==> config.mk <==
export PLATFORM = sky130hd
export DESIGN_NAME = tiny_sig_monitor
export DESIGN_NICKNAME = d
export VERILOG_FILES = /design/src/rtl/tiny_bus_pkg.sv /design/src/rtl/tiny_sat_counter.sv /design/src/rtl/tiny_sig_monitor.sv
export SDC_FILE = /design/constraint.sdc
export NUM_CORES = 1
export LEC_CHECK = 0
export BUFFER_PORTS_ARGS = -buffer_cell sky130_fd_sc_hd__buf_2
export CAP_MARGIN = 0
export CELL_PAD_IN_SITES_DETAIL_PLACEMENT = 0
export CELL_PAD_IN_SITES_GLOBAL_PLACEMENT = 1
export CORE_UTILIZATION = 37
export CTS_CLUSTER_SIZE = 25
export DETAILED_ROUTE_END_ITERATION = 12
export PLACE_DENSITY = 0.9
export SKIP_CTS_REPAIR_TIMING = 1
export SYNTH_ARGS = -nofsm -noshare
export SYNTH_HDL_FRONTEND = slang
export SYNTH_SLANG_ARGS = --single-unit
==> constraint.sdc <==
create_clock -name clk -period 2.44 [get_ports clk]
set_input_delay 0.366 -clock clk [delete_from_list [all_inputs] [get_ports clk]]
set_output_delay 0.366 -clock clk [all_outputs]
set_load 0.02 [all_outputs]
==> src/rtl/tiny_bus_pkg.sv <==
// -----------------------------------------------------------------------------
// tiny_bus_pkg
//   Shared types and helpers for the tiny_thumb_core bus monitor.
//   - mon_state_t      : monitor state (RUN plus four absorbing terminal states)
//   - DEFAULT_SIG_ADDR : default byte address of the signature word
//   - merge_bytes()    : byte-strobed merge of write data into a word
// -----------------------------------------------------------------------------
package tiny_bus_pkg;

    typedef enum logic [2:0] {
        RUN,
        PASS,
        FAIL,
        TIMEOUT,
        HANG
    } mon_state_t;

    localparam logic [31:0] DEFAULT_SIG_ADDR = 32'h0000_0100;

    // Replace each byte of old whose strobe is set with the matching byte of wdata.
    function automatic logic [31:0] merge_bytes(input logic [31:0] old,
                                                input logic [31:0] wdata,
                                                input logic [3:0]  wstrb);
        logic [31:0] res;
        res = old;
        for (int unsigned i = 0; i < 4; i++) begin
            if (wstrb[i]) begin
                res[8*i +: 8] = wdata[8*i +: 8];
            end
        end
        return res;
    endfunction

endpackage

==> src/rtl/tiny_sat_counter.sv <==
// -----------------------------------------------------------------------------
// tiny_sat_counter
//   Up-counter that sticks at all-ones. clr has priority over inc.
//   Ports:
//     clk   : clock
//     rst_n : synchronous active-low reset (clears the count)
//     clr   : synchronous clear
//     inc   : increment enable
//     q     : current count
// -----------------------------------------------------------------------------
module tiny_sat_counter #(
    parameter int unsigned W = 16
) (
    input  logic         clk,
    input  logic         rst_n,
    input  logic         clr,
    input  logic         inc,
    output logic [W-1:0] q
);

    logic [W-1:0] cnt_q;
    logic [W-1:0] cnt_d;

    always_comb begin
        cnt_d = cnt_q;
        if (clr) begin
            cnt_d = '0;
        end else if (inc && (cnt_q != '1)) begin
            cnt_d = cnt_q + 1'b1;
        end
    end

    always_ff @(posedge clk) begin
        if (!rst_n) begin
            cnt_q <= '0;
        end else begin
            cnt_q <= cnt_d;
        end
    end

    assign q = cnt_q;

endmodule

==> src/rtl/tiny_sig_monitor.sv <==
// -----------------------------------------------------------------------------
// tiny_sig_monitor
//   Passive snooper on the core/memory bus. Assembles byte-strobed stores to
//   the signature word, compares the complete word to EXPECTED_SIG and reports
//   sticky PASS / FAIL / TIMEOUT / HANG status.
//   Ports:
//     clk, rst_n   : clock, synchronous active-low reset
//     mem_*        : snooped bus request (valid/we/addr/wdata/wstrb) and ready
//     done         : any terminal state reached
//     pass         : signature matched
//     fail         : signature mismatched, or bus hung
//     timeout      : run budget exhausted without completion
//     hang         : request stalled STALL_MAX cycles
//     sig_value    : signature bytes merged so far
//     lanes_seen   : signature byte lanes written since reset
//     cycle_count  : cycles spent in RUN (saturating)
//     xact_count   : completed handshakes while in RUN (saturating)
// -----------------------------------------------------------------------------
module tiny_sig_monitor
    import tiny_bus_pkg::*;
#(
    parameter logic [31:0] SIG_ADDR       = DEFAULT_SIG_ADDR,
    parameter logic [31:0] EXPECTED_SIG   = 32'h0000_00BC,
    parameter int unsigned TIMEOUT_CYCLES = 800,
    parameter int unsigned STALL_MAX      = 16,
    parameter int unsigned CNT_W          = 16
) (
    input  logic             clk,
    input  logic             rst_n,
    input  logic             mem_valid,
    input  logic             mem_we,
    input  logic [31:0]      mem_addr,
    input  logic [31:0]      mem_wdata,
    input  logic [3:0]       mem_wstrb,
    input  logic             mem_ready,
    output logic             done,
    output logic             pass,
    output logic             fail,
    output logic             timeout,
    output logic             hang,
    output logic [31:0]      sig_value,
    output logic [3:0]       lanes_seen,
    output logic [CNT_W-1:0] cycle_count,
    output logic [CNT_W-1:0] xact_count
);

    localparam logic [CNT_W-1:0] CYC_LAST   = CNT_W'(TIMEOUT_CYCLES - 1);
    localparam logic [CNT_W-1:0] STALL_LAST = CNT_W'(STALL_MAX - 1);

    mon_state_t  state_q, state_d;
    logic [31:0] sig_q, sig_d;
    logic [3:0]  lanes_q, lanes_d;
    logic        done_q, done_d;
    logic        pass_q, pass_d;
    logic        fail_q, fail_d;
    logic        timeout_q, timeout_d;
    logic        hang_q, hang_d;

    logic             hs, sw, run, stalled;
    logic [31:0]      merged_sig;
    logic [3:0]       merged_lanes;
    logic [CNT_W-1:0] cyc_cnt, xact_cnt, stall_cnt;
    logic             cyc_inc, xact_inc, stall_inc, stall_clr;

    always_comb begin
        hs           = mem_valid & mem_ready;
        // Shifting both sides drops the byte offset so misaligned stores still hit.
        sw           = hs & mem_we & ((mem_addr >> 2) == (SIG_ADDR >> 2));
        run          = (state_q == RUN);
        stalled      = mem_valid & ~mem_ready;
        merged_sig   = merge_bytes(sig_q, mem_wdata, mem_wstrb);
        merged_lanes = lanes_q | mem_wstrb;

        state_d = state_q;
        sig_d   = sig_q;
        lanes_d = lanes_q;

        if (run) begin
            if (sw) begin
                sig_d   = merged_sig;
                lanes_d = merged_lanes;
            end
            // Completion beats HANG beats TIMEOUT within a single cycle.
            if (sw && (merged_lanes == 4'hF)) begin
                state_d = (merged_sig == EXPECTED_SIG) ? PASS : FAIL;
            end else if (stalled && (stall_cnt == STALL_LAST)) begin
                state_d = HANG;
            end else if (cyc_cnt == CYC_LAST) begin
                state_d = TIMEOUT;
            end
        end

        // Cycles are counted only while remaining in RUN, so the count
        // freezes at TIMEOUT_CYCLES-1 on the timeout edge.
        cyc_inc   = run && (state_d == RUN);
        xact_inc  = run && hs;
        stall_inc = run && stalled;
        stall_clr = !run || !stalled;

        done_d    = (state_d != RUN);
        pass_d    = (state_d == PASS);
        fail_d    = (state_d == FAIL) || (state_d == HANG);
        timeout_d = (state_d == TIMEOUT);
        hang_d    = (state_d == HANG);
    end

    always_ff @(posedge clk) begin
        if (!rst_n) begin
            state_q   <= RUN;
            sig_q     <= '0;
            lanes_q   <= '0;
            done_q    <= 1'b0;
            pass_q    <= 1'b0;
            fail_q    <= 1'b0;
            timeout_q <= 1'b0;
            hang_q    <= 1'b0;
        end else begin
            state_q   <= state_d;
            sig_q     <= sig_d;
            lanes_q   <= lanes_d;
            done_q    <= done_d;
            pass_q    <= pass_d;
            fail_q    <= fail_d;
            timeout_q <= timeout_d;
            hang_q    <= hang_d;
        end
    end

    tiny_sat_counter #(.W(CNT_W)) u_cycle_cnt (
        .clk   (clk),
        .rst_n (rst_n),
        .clr   (1'b0),
        .inc   (cyc_inc),
        .q     (cyc_cnt)
    );

    tiny_sat_counter #(.W(CNT_W)) u_xact_cnt (
        .clk   (clk),
        .rst_n (rst_n),
        .clr   (1'b0),
        .inc   (xact_inc),
        .q     (xact_cnt)
    );

    tiny_sat_counter #(.W(CNT_W)) u_stall_cnt (
        .clk   (clk),
        .rst_n (rst_n),
        .clr   (stall_clr),
        .inc   (stall_inc),
        .q     (stall_cnt)
    );

    assign done        = done_q;
    assign pass        = pass_q;
    assign fail        = fail_q;
    assign timeout     = timeout_q;
    assign hang        = hang_q;
    assign sig_value   = sig_q;
    assign lanes_seen  = lanes_q;
    assign cycle_count = cyc_cnt;
    assign xact_count  = xact_cnt;

endmodule

==> summary.txt, run 1 <==
Route
  • Post-route ant nets: 0
  • DRC Markers: 0
  • Pre-antenna DRT Iters: 4
  • Initial drt markers: 168
  • Via count: 3991
  • Drt total wl: 11.2 mm
  • Wire length per cell: 14.7 um
  • Vias per cell: 5.21

Critical path
  • Reg-to-reg slack, setup: 0.17 ns
  • R2R Path End: fail$_SDFF_PN0_
  • CP Capture Type: register
  • Setup crit start kind: register
  • Worst EP required: 2.69 ns
  • R2r worst-path depth: 9
  • Setup CP Type: reg -> reg
  • Worst Setup SP: u_cycle_cnt.q[5]$_SDFFE_PN0P_
  • CP Max Fanout: 6
  • CP arrival: 2.52 ns
  • Worst setup path endpoint: fail$_SDFF_PN0_
  • Reg2reg start: u_cycle_cnt.q[5]$_SDFFE_PN0P_

Job
  • Max-Cap Viols: 0

Place
  • IO Port Bufs: about 140
  • Post-detail-place hpwl: 8.52 mm
  • RePlAce Congestion: roughly 0.77
  • Placed cells: 749

Yosys
  • Post-Syn Nets: 544
  • Cell taking the most area after synthesis: dfxtp_1
  • Share of the synthesized area in the top cell type: 42.7%
  • Main area contributors after synthesis: dfxtp_1 43%, mux2i_1 7.9%, nor2b_1 5.4%
  • Number of flops mapped to enable cells by yosys: 0
  • Post-Syn Area: 0.00432 mm^2
  • Post-Syn Instances: between 400 and 500
  • Synth warn: 0
  • FFs w/ async S/R, synth: 0%
  • Fraction of the yosys area taken by sequential cells: between 40% and 50%
  • Main synth FF type: dfxtp_1
  • Seq cells post-synth: 92
  • Synthesized area per cell: 9.23 um^2
  • Synth cell types: 48

Floorplan
  • Die Span Y: 110 um
  • Core ar.: ~0.011 mm^2
  • Row count: 39
  • Die Area: ~0.012 mm^2
  • Die X: 110 um
  • Initial Util: 37.8%
  • Ports: 146

Timing
  • Fin. Hold Viols: 0
  • Clk_skew: 0.00752 ns
  • Slew headroom: 62.4%
  • Worst slew pin tran: 0.563 ns
  • Shortest period the worst path allows: between 2 and 2.5 ns
  • Final Setup Violations: 0
  • Max Clk Rate: 0.440 GHz
  • Pins over their slew limit: 0
  • Final worst path period share: between 90% and 100%
  • RSZ-0062 raised after global routing: no

Finish
  • Post-Layout Cell Count: between 700 and 800
  • Share of cells above drive strength 1: 29.5%
  • Antenna diodes: 0
  • Nets@finish: 696
  • Area grow syn2layout: 29.6%
  • Fillers: 1099

GRT
  • Initial antenna violation count: 0
  • GR Overflow Total: 0
  • First-pass GRT wire length: 17.2 mm
  • Total track usage: 18.6%
  • Number of global-route vias before repair: 3670
  • Largest net degree at the start of global routing: 44

Min path
  • Worst Hold Class: in -> reg

Power
  • Tot Pwr: ~3.3 mW
  • Peak VDD IR: between 300 and 400 uV
  • PwrDens: 584 mW/mm^2
  • P_leak: 2.57 nW

CTS
  • H-tree levels: 3
  • TritonCTS clock tree: yes
  • Clock Path Buffers: 2
  • CTS buffer count: 9
  • Sink Count: 92
  • Worst-path clk slew: ~0.070 ns
  • Clock Tree Root: clkbuf_16
  • Clk_lat worst skew: 0.34 ns

Outcome
  • Status: completed
-- cell type report --
class | instances | area (um^2) | area share [%]
Multi-Input combinational cell | 352 | 2390 | 42.7
Sequential cell | 92 | 1840 | 32.9
Timing Repair Buffer | 156 | 813 | 14.5
Clock buffer | 10 | 239 | 4.27
Tap cell | 143 | 179 | 3.20
Clock inverter | 4 | 98.8 | 1.77
Inverter | 9 | 33.8 | 0.603
-- metrics by stage --
stage / worst slack [ns] / TNS (ns) / area (um^2) / utilization (%) / hold WS (ns)
2_1_floorplan: 0.324 / 0 / 4320 / - / 0.471
3_3_place_gp: 0.0592 / 0 / 5230 / 45.8 / 0.461
3_5_place_dp: -0.0216 / -0.0216 / 5230 / 45.8 / 0.471
4_1_cts: 0.0461 / 0 / 5570 / 48.8 / 0.280
5_1_grt: 0.00162 / 0 / 5600 / 49.0 / 0.295
6_report: 0.168 / 0 / 5600 / 49.0 / 0.299
-- worst max-delay path, stage by stage, from the launching register on --
cell and delay (ns):
dfxtp_1 0.36, or4_1 0.55, nor4_2 0.25, buf_4 0.17
nand2_1 0.07, o31ai_2 0.21, a31oi_1 0.07, buf_4 0.18
xnor2_1 0.12, nor3b_1 0.21
-- cells by family after synthesis --
kind of cell,Yosys count,share of synthesized area [%]
fa+ha+maj,3,0.869
buf+inv,24,2.12
simple gates,232,32.5
mux,35,8.14
flops,92,42.7
xor+xnor,30,6.09
compound gates,52,7.59
-- cell usage after synthesis, types with 2 or more instances --
| master | instances |
|---|---|
| xor2_1 | 13 |
| clkbuf_1 | 14 |
| inv_1 | 9 |
| and2_1 | 25 |
| nor4_1 | 15 |
| nand4b_1 | 3 |
| nand4_1 | 19 |
| or3_1 | 15 |
| nor3b_1 | 3 |
| a21boi_1 | 2 |
| ha_1 | 3 |
| nor2b_1 | 37 |
| and4_1 | 3 |
| nand2_1 | 32 |
| nor4_2 | 5 |
| mux2i_1 | 34 |
| nand3_1 | 20 |
| nor3_1 | 5 |
| a21boi_0 | 11 |
| nor2_1 | 24 |
| xnor2_1 | 17 |
| a21oi_1 | 14 |
| or4_1 | 4 |
| nor4bb_1 | 2 |
| dfxtp_1 | 92 |
| nand3b_1 | 2 |
| o21ai_0 | 14 |
| o31ai_1 | 4 |
| and3_1 | 8 |
-- routing by layer --
layer | share of wire (%) | vias to the layer above | global-route usage (%)
li1 | - | 1978 | -
met1 | 42 | 1881 | 21.9
met2 | 50 | 121 | 32.5
met3 | 6.3 | 11 | 3.59
met4 | 1.5 | 0 | 8.29
met5 | 0 | - | 0
-- state kept, by name, summed over array words and instances (netlist names), 3 cells and up --
name	flops
u_stall_cnt.q	16
lanes_seen	4
state_q	3
u_cycle_cnt.q	16
u_xact_cnt.q	16
sig_value	32
-- power by group --
| group | switching, mW | internal (mW) |
|---|---|---|
| Clock | 0.570 | 1.02 |
| Sequential | 0.00768 | 1.51 |
| Combinational | 0.0835 | 0.0811 |
-- worst min-delay path by stage --
stage,start,to,cells past startpoint
final,mem_wdata[6],sig_value[6]$_SDFFE_PN0P_,3
after floorplan,u_stall_cnt.q[15]$_SDFFE_PP0P_,u_stall_cnt.q[15]$_SDFFE_PP0P_,2
after global placement,lanes_seen[1]$_SDFFE_PN0P_,lanes_seen[1]$_SDFFE_PN0P_,2
after CTS,mem_wdata[6],sig_value[6]$_SDFFE_PN0P_,3
after detailed placement,lanes_seen[3]$_SDFFE_PN0P_,lanes_seen[3]$_SDFFE_PN0P_,2
after global routing,mem_wdata[1],sig_value[1]$_SDFFE_PN0P_,3
-- placed cells by master (no fill, tap or decap), drive strengths merged, types with 2 or more instances in the layout --
cell type,n
and4,3
and2,27
a21oi,14
xor2,13
nand4,19
nor4bb,2
nand3,20
dfxtp,92
and3,8
bufinv,3
clkbuf,10
nand2,32
buf,156
xnor2,17
nor4,21
mux2i,34
nor3,6
nor3b,3
ha,3
o21ai,14
inv,9
nor2b,37
or3,15
o31ai,4
nor4b,3
or4,4
nand3b,2
a21boi,13
nor2,24
nand4b,3
Note: power is estimated with default switching activity, not from simulation.
==> run 2, diff against run 1 <==
==> constraint.sdc (replaced) <==
create_clock -name clk -period 2.4 [get_ports clk]
set_input_delay 0.36 -clock clk [delete_from_list [all_inputs] [get_ports clk]]
set_output_delay 0.36 -clock clk [all_outputs]
set_load 0.02 [all_outputs]
==> summary.txt, run 2 (synthesis results as in run 1) <==
Floorplan
  • Die Span Y: 110 um
  • Core ar.: 0.0114 mm^2
  • Initial Util: 37.8%
  • Die X: 110 um
  • Row count: 39
  • Die Area: around 0.012 mm^2
  • Ports: approximately 150

Critical path
  • CP arrival: 2.49 ns
  • Max incr delay on CP: 0.49 ns
  • Crit path max-delay family: simple AND/OR/NAND/NOR gates
  • WP buf/inv: 1
  • Slowest cell on crit path: or4_1
  • Worst EP required: 2.67 ns
  • CP Capture Type: register
  • Setup crit start kind: register
  • Crit path cell chain: ha_1 -> and2_1 -> nand4_1 -> nor4b_4 -> nor4_2 -> buf_4 -> nand2_2 -> or4_1 -> a21boi_1
  • Setup CP Type: reg -> reg
  • CP Max Fanout: 8

Finish
  • Antenna diodes: 0
  • Utilization after layout: 48.7%
  • Area grow syn2layout: 28.7%
  • Most frequent cells in the layout: 143 x buf_2, 92 x dfxtp_1, 37 x nor2b_1, 34 x mux2i_1, 31 x nand2_1
  • Multi-input logic area: 0.00241 mm^2
  • Fillers: 1104
  • Commonest non-fill, non-tap cell in the layout: buf_2
  • Sequential Area: about 0.0018 mm^2
  • Finished layout cell area: 0.00556 mm^2
  • Share of cells above drive strength 1: 30.4%
  • Nets@finish: 698
  • Max reg flops: 32

CTS
  • Clock Tree Root: clkbuf_16
  • Sink Count: approximately 90
  • Clk_lat worst skew: 0.33 ns
  • TritonCTS clock tree: yes
  • Worst-path clk slew: 0.07 ns
  • Clock Path Buffers: 2
  • H-tree levels: 3
  • CTS buffer count: 9

Route
  • Initial drt markers: 187
  • Vias per cell: 5.12
  • Drt total wl: 10.9 mm
  • Via count: ~3900
  • DRC Markers: 0
  • Post-route ant nets: 0
  • Wire length per cell: 14.2 um
  • Pre-antenna DRT Iters: 6

GRT
  • M1 GR Usage: about a fifth
  • Total track usage: 17.8%
  • Most Used Layer, Global Route: met2
  • Met2 usage in global routing: 32.0%
  • First-pass GRT wire length: 16.6 mm
  • Number of global-route vias before repair: between 3000 and 4000
  • GR Overflow Total: 0
  • Initial antenna violation count: 0
  • Largest net degree at the start of global routing: 44
  • Grt met3 use: approximately 3.5%

Timing
  • Max Clk Rate: 0.451 GHz
  • RSZ-0062 raised after global routing: no
  • Final worst path period share: 92.4%
  • Final Setup Violations: 0
  • Shortest period the worst path allows: 2.22 ns
  • Hold WS: 0.295 ns
  • Slew headroom: 65.5%
  • Fin. Hold Viols: 0
  • Pins over their slew limit: 0
  • Clk_skew: 0.00786 ns
  • Worst slew pin tran: about 0.52 ns

Power
  • Peak VDD IR: 367 uV
  • Seq pwr share: 51.5%
  • PwrDens: 539 mW/mm^2
  • P_sw: 0.682 mW
  • P_leak: 2.54 nW
  • Sw Share: 22.8%
  • Clock share of power: 42.9%
  • Tot Pwr: 2.99 mW
  • Comb power frac: 5.6%
  • P_int: approximately 2.3 mW

Place
  • Post-detail-place hpwl: 8.39 mm
  • IO Port Bufs: 143
  • Post-placement cell area: between 0.005 and 0.006 mm^2
  • RePlAce Congestion: 0.772

Job
  • Max-Cap Viols: 0

Min path
  • Worst Hold Class: in -> reg

Outcome
  • Status: completed
run 2: final timing paths:
path	start	endpoint	slack [ns]	cells past startpoint
worst max register to register	u_stall_cnt.q[0]$_SDFFE_PP0P_	u_cycle_cnt.q[7]$_SDFFE_PN0P_	0.18	9
worst max-delay path	u_stall_cnt.q[0]$_SDFFE_PP0P_	u_cycle_cnt.q[7]$_SDFFE_PN0P_	0.18	9
worst min register to register	lanes_seen[2]$_SDFFE_PN0P_	lanes_seen[2]$_SDFFE_PN0P_	0.48	2
worst min-delay path	mem_wdata[1]	sig_value[1]$_SDFFE_PN0P_	0.30	3
run 2: per-layer routing:
metal	part of all wire, %	vias to the layer above
met5	0	-
met4	1.2	0
met3	5.6	9
met2	50	99
met1	44	1846
li1	-	1983
run 2: tightest hold or removal path, cell delays in order:
cell and delay [ns]:
buf_2 0.09, mux2i_1 0.06, nor2b_1 0.09
run 2: cell type report:
type,count,area share (%)
Multi-Input combinational cell,352,43.3
Sequential cell,92,33.1
Timing Repair Buffer,158,14.9
Clock buffer,9,4.05
Tap cell,143,3.22
Clock inverter,6,0.743
Inverter,9,0.608
run 2: stage by stage:
stage	TNS [ns]	worst slack, ns	cells
floorplan	0	0.284	468
global placement	-0.0112	-0.0111	752
detailed placement	-0.317	-0.0675	752
CTS	-0.0128	-0.0128	767
global route	0	0.00270	769
finish	0	0.181	769
run 2: power groups by stage:
stage	sequential (mW)	clock, mW	combinational, mW
floorplan	1.58	0	0.0665
global placement	1.58	0	0.165
detailed placement	1.58	0	0.168
CTS	1.54	1.32	0.169
global route	1.54	1.38	0.187
finish	1.54	1.28	0.168
==> run 3, diff against run 2 <==
--- a/config.mk
+++ b/config.mk
@@ -9,8 +9,9 @@
 export CAP_MARGIN = 0
 export CELL_PAD_IN_SITES_DETAIL_PLACEMENT = 0
 export CELL_PAD_IN_SITES_GLOBAL_PLACEMENT = 1
+export CORE_ASPECT_RATIO = 2
 export CORE_UTILIZATION = 37
-export CTS_CLUSTER_SIZE = 25
+export CTS_CLUSTER_SIZE = 24
 export DETAILED_ROUTE_END_ITERATION = 12
 export PLACE_DENSITY = 0.9
 export SKIP_CTS_REPAIR_TIMING = 1
==> summary.txt, run 3 (synthesis results as in run 1) <==
Place
  • IO Port Bufs: 143
  • Post-placement cell area: 0.00530 mm^2
  • Post-detail-place hpwl: ~9.0 mm
  • RePlAce Congestion: between 0.8 and 0.9

Route
  • Initial drt markers: 83
  • Pre-antenna DRT Iters: 4
  • Via count: ~4100
  • Wire length per cell: 14.9 um
  • DRC Markers: 0
  • Drt total wl: 11.6 mm
  • Post-route ant nets: 0
  • Vias per cell: ~5.3

CTS
  • CTS buffer count: 9
  • H-tree levels: 3
  • TritonCTS clock tree: yes
  • Clock Tree Root: clkbuf_16
  • Clock Path Buffers: 2
  • Worst-path clk slew: 0.06 ns
  • Clk_lat worst skew: 0.34 ns
  • Sink Count: 92

GRT
  • First-pass GRT wire length: 18.7 mm
  • Largest net degree at the start of global routing: 32
  • Total track usage: 19.6%
  • GR Overflow Total: 0
  • Initial antenna violation count: 0
  • Number of global-route vias before repair: 4057

Critical path
  • Worst EP required: between 2 and 3 ns
  • CP arrival: 2.50 ns
  • R2r worst-path depth: 9
  • CP Capture Type: register
  • Setup CP Type: reg -> reg
  • Reg-to-reg slack, setup: 0.15 ns
  • R2R Path End: fail$_SDFF_PN0_
  • CP Max Fanout: 6
  • Reg2reg start: u_cycle_cnt.q[6]$_SDFFE_PN0P_
  • Setup crit start kind: register

Finish
  • Antenna diodes: 0
  • Share of cells above drive strength 1: between 30 and 40%
  • Commonest non-fill, non-tap cell in the layout: buf_2
  • Nets@finish: ~700
  • Area grow syn2layout: 31.1%
  • Most frequent cells in the layout: 143 x buf_2, 92 x dfxtp_1, 37 x nor2b_1, 34 x mux2i_1, 31 x nand2_1
  • Finished layout cell area: 0.00566 mm^2
  • Fillers: between 1000 and 1500
  • Max reg flops: 32

Timing
  • Max Clk Rate: 0.445 GHz
  • Shortest period the worst path allows: 2.25 ns
  • Pins over their slew limit: 0
  • Fin. Hold Viols: 0
  • Setup TNS Final: 0 ns
  • Clk_skew: 0.00684 ns
  • RSZ-0062 raised after global routing: no
  • Final Setup Violations: 0
  • Slew headroom: 63.0%
  • Final worst path period share: 93.6%
  • Worst slew pin tran: 0.553 ns

Min path
  • Hold endpoint: sig_value[18]$_SDFFE_PN0P_
  • Worst Hold Class: in -> reg
  • Hold Path Origin: mem_wdata[18]
  • Worst Hold Depth: 3

Floorplan
  • Die Span Y: 155 um
  • Core ar.: 0.0114 mm^2
  • Die X: 78.4 um
  • Initial Util: 38.0%
  • Ports: 146
  • Die Area: 0.0121 mm^2
  • Row count: 55

Outcome
  • Status: completed

Power
  • P_leak: 2.61 nW
  • PwrDens: 550 mW/mm^2
  • Peak VDD IR: 313 uV

Job
  • Max-Cap Viols: 0
run 3: cell count changes in the layout (fill, tap and decap cells not counted), moves of 2 or more:
cell,before,now
buf_4,15,22
clkinvlp_4,3,0
nor4_2,5,3
nor4_4,1,3
run 3: cell type report:
| class | instances | area [um^2] | area share [%] |
|---|---|---|---|
| clock buffer | 10 | 229 | 4.05 |
| tap | 142 | 178 | 3.14 |
| clock inverter | 6 | 62.6 | 1.11 |
| sequential | 92 | 1840 | 32.5 |
| multi-input combinational | 352 | 2420 | 42.8 |
| timing repair buffer | 166 | 892 | 15.8 |
| inverter | 9 | 33.8 | 0.597 |
run 3: per-layer routing:
layer | wire length (um) | part of all wire [%] | GRT usage [%]
met1 | 4380 | 38 | 18.9
met2 | 6460 | 56 | 38.5
met3 | 521 | 4.5 | 3.89
met4 | 225 | 1.9 | 8.55
met5 | 0 | 0 | 0
run 3: worst max path at each step:
stage / cells after the start / to / from
after detailed placement: 9 / fail$_SDFF_PN0_ / u_cycle_cnt.q[11]$_SDFFE_PN0P_
after global routing: 9 / u_cycle_cnt.q[7]$_SDFFE_PN0P_ / u_stall_cnt.q[0]$_SDFFE_PP0P_
after global placement: 10 / u_cycle_cnt.q[0]$_SDFFE_PN0P_ / mem_addr[3]
after floorplan: 7 / pass$_SDFF_PN0_ / u_cycle_cnt.q[12]$_SDFFE_PN0P_
after CTS: 9 / fail$_SDFF_PN0_ / u_cycle_cnt.q[11]$_SDFFE_PN0P_
final: 9 / fail$_SDFF_PN0_ / u_cycle_cnt.q[6]$_SDFFE_PN0P_
run 3: power breakdown:
part           internal (mW)  switching (mW)
combinational         0.0829          0.0851
sequential              1.53         0.00923
clock                  0.810           0.590
total                   2.43           0.684
run 3: critical path, cell delays in order, from the launching register on:
cell,delay (ns)
dfxtp_1,0.37
or4_4,0.51
nor4_4,0.27
buf_4,0.18
nand2_1,0.07
o31ai_2,0.21
a31oi_1,0.06
buf_4,0.17
xnor2_1,0.12
nor3b_1,0.21
run 3: metrics by stage:
stage                     std cells  utilization, %  setup WS [ns]  power [mW]  hold slack (ns)
after detailed placement        758            46.7         0.0378        1.75            0.475
after global placement          758            46.7         0.0805        1.74            0.467
after CTS                       774            49.3        0.00755        3.15            0.283
final                           777            49.9          0.153        3.11            0.298
after floorplan                 468               -          0.284        1.65            0.471
after global routing            777            49.9        0.00747        3.23            0.301
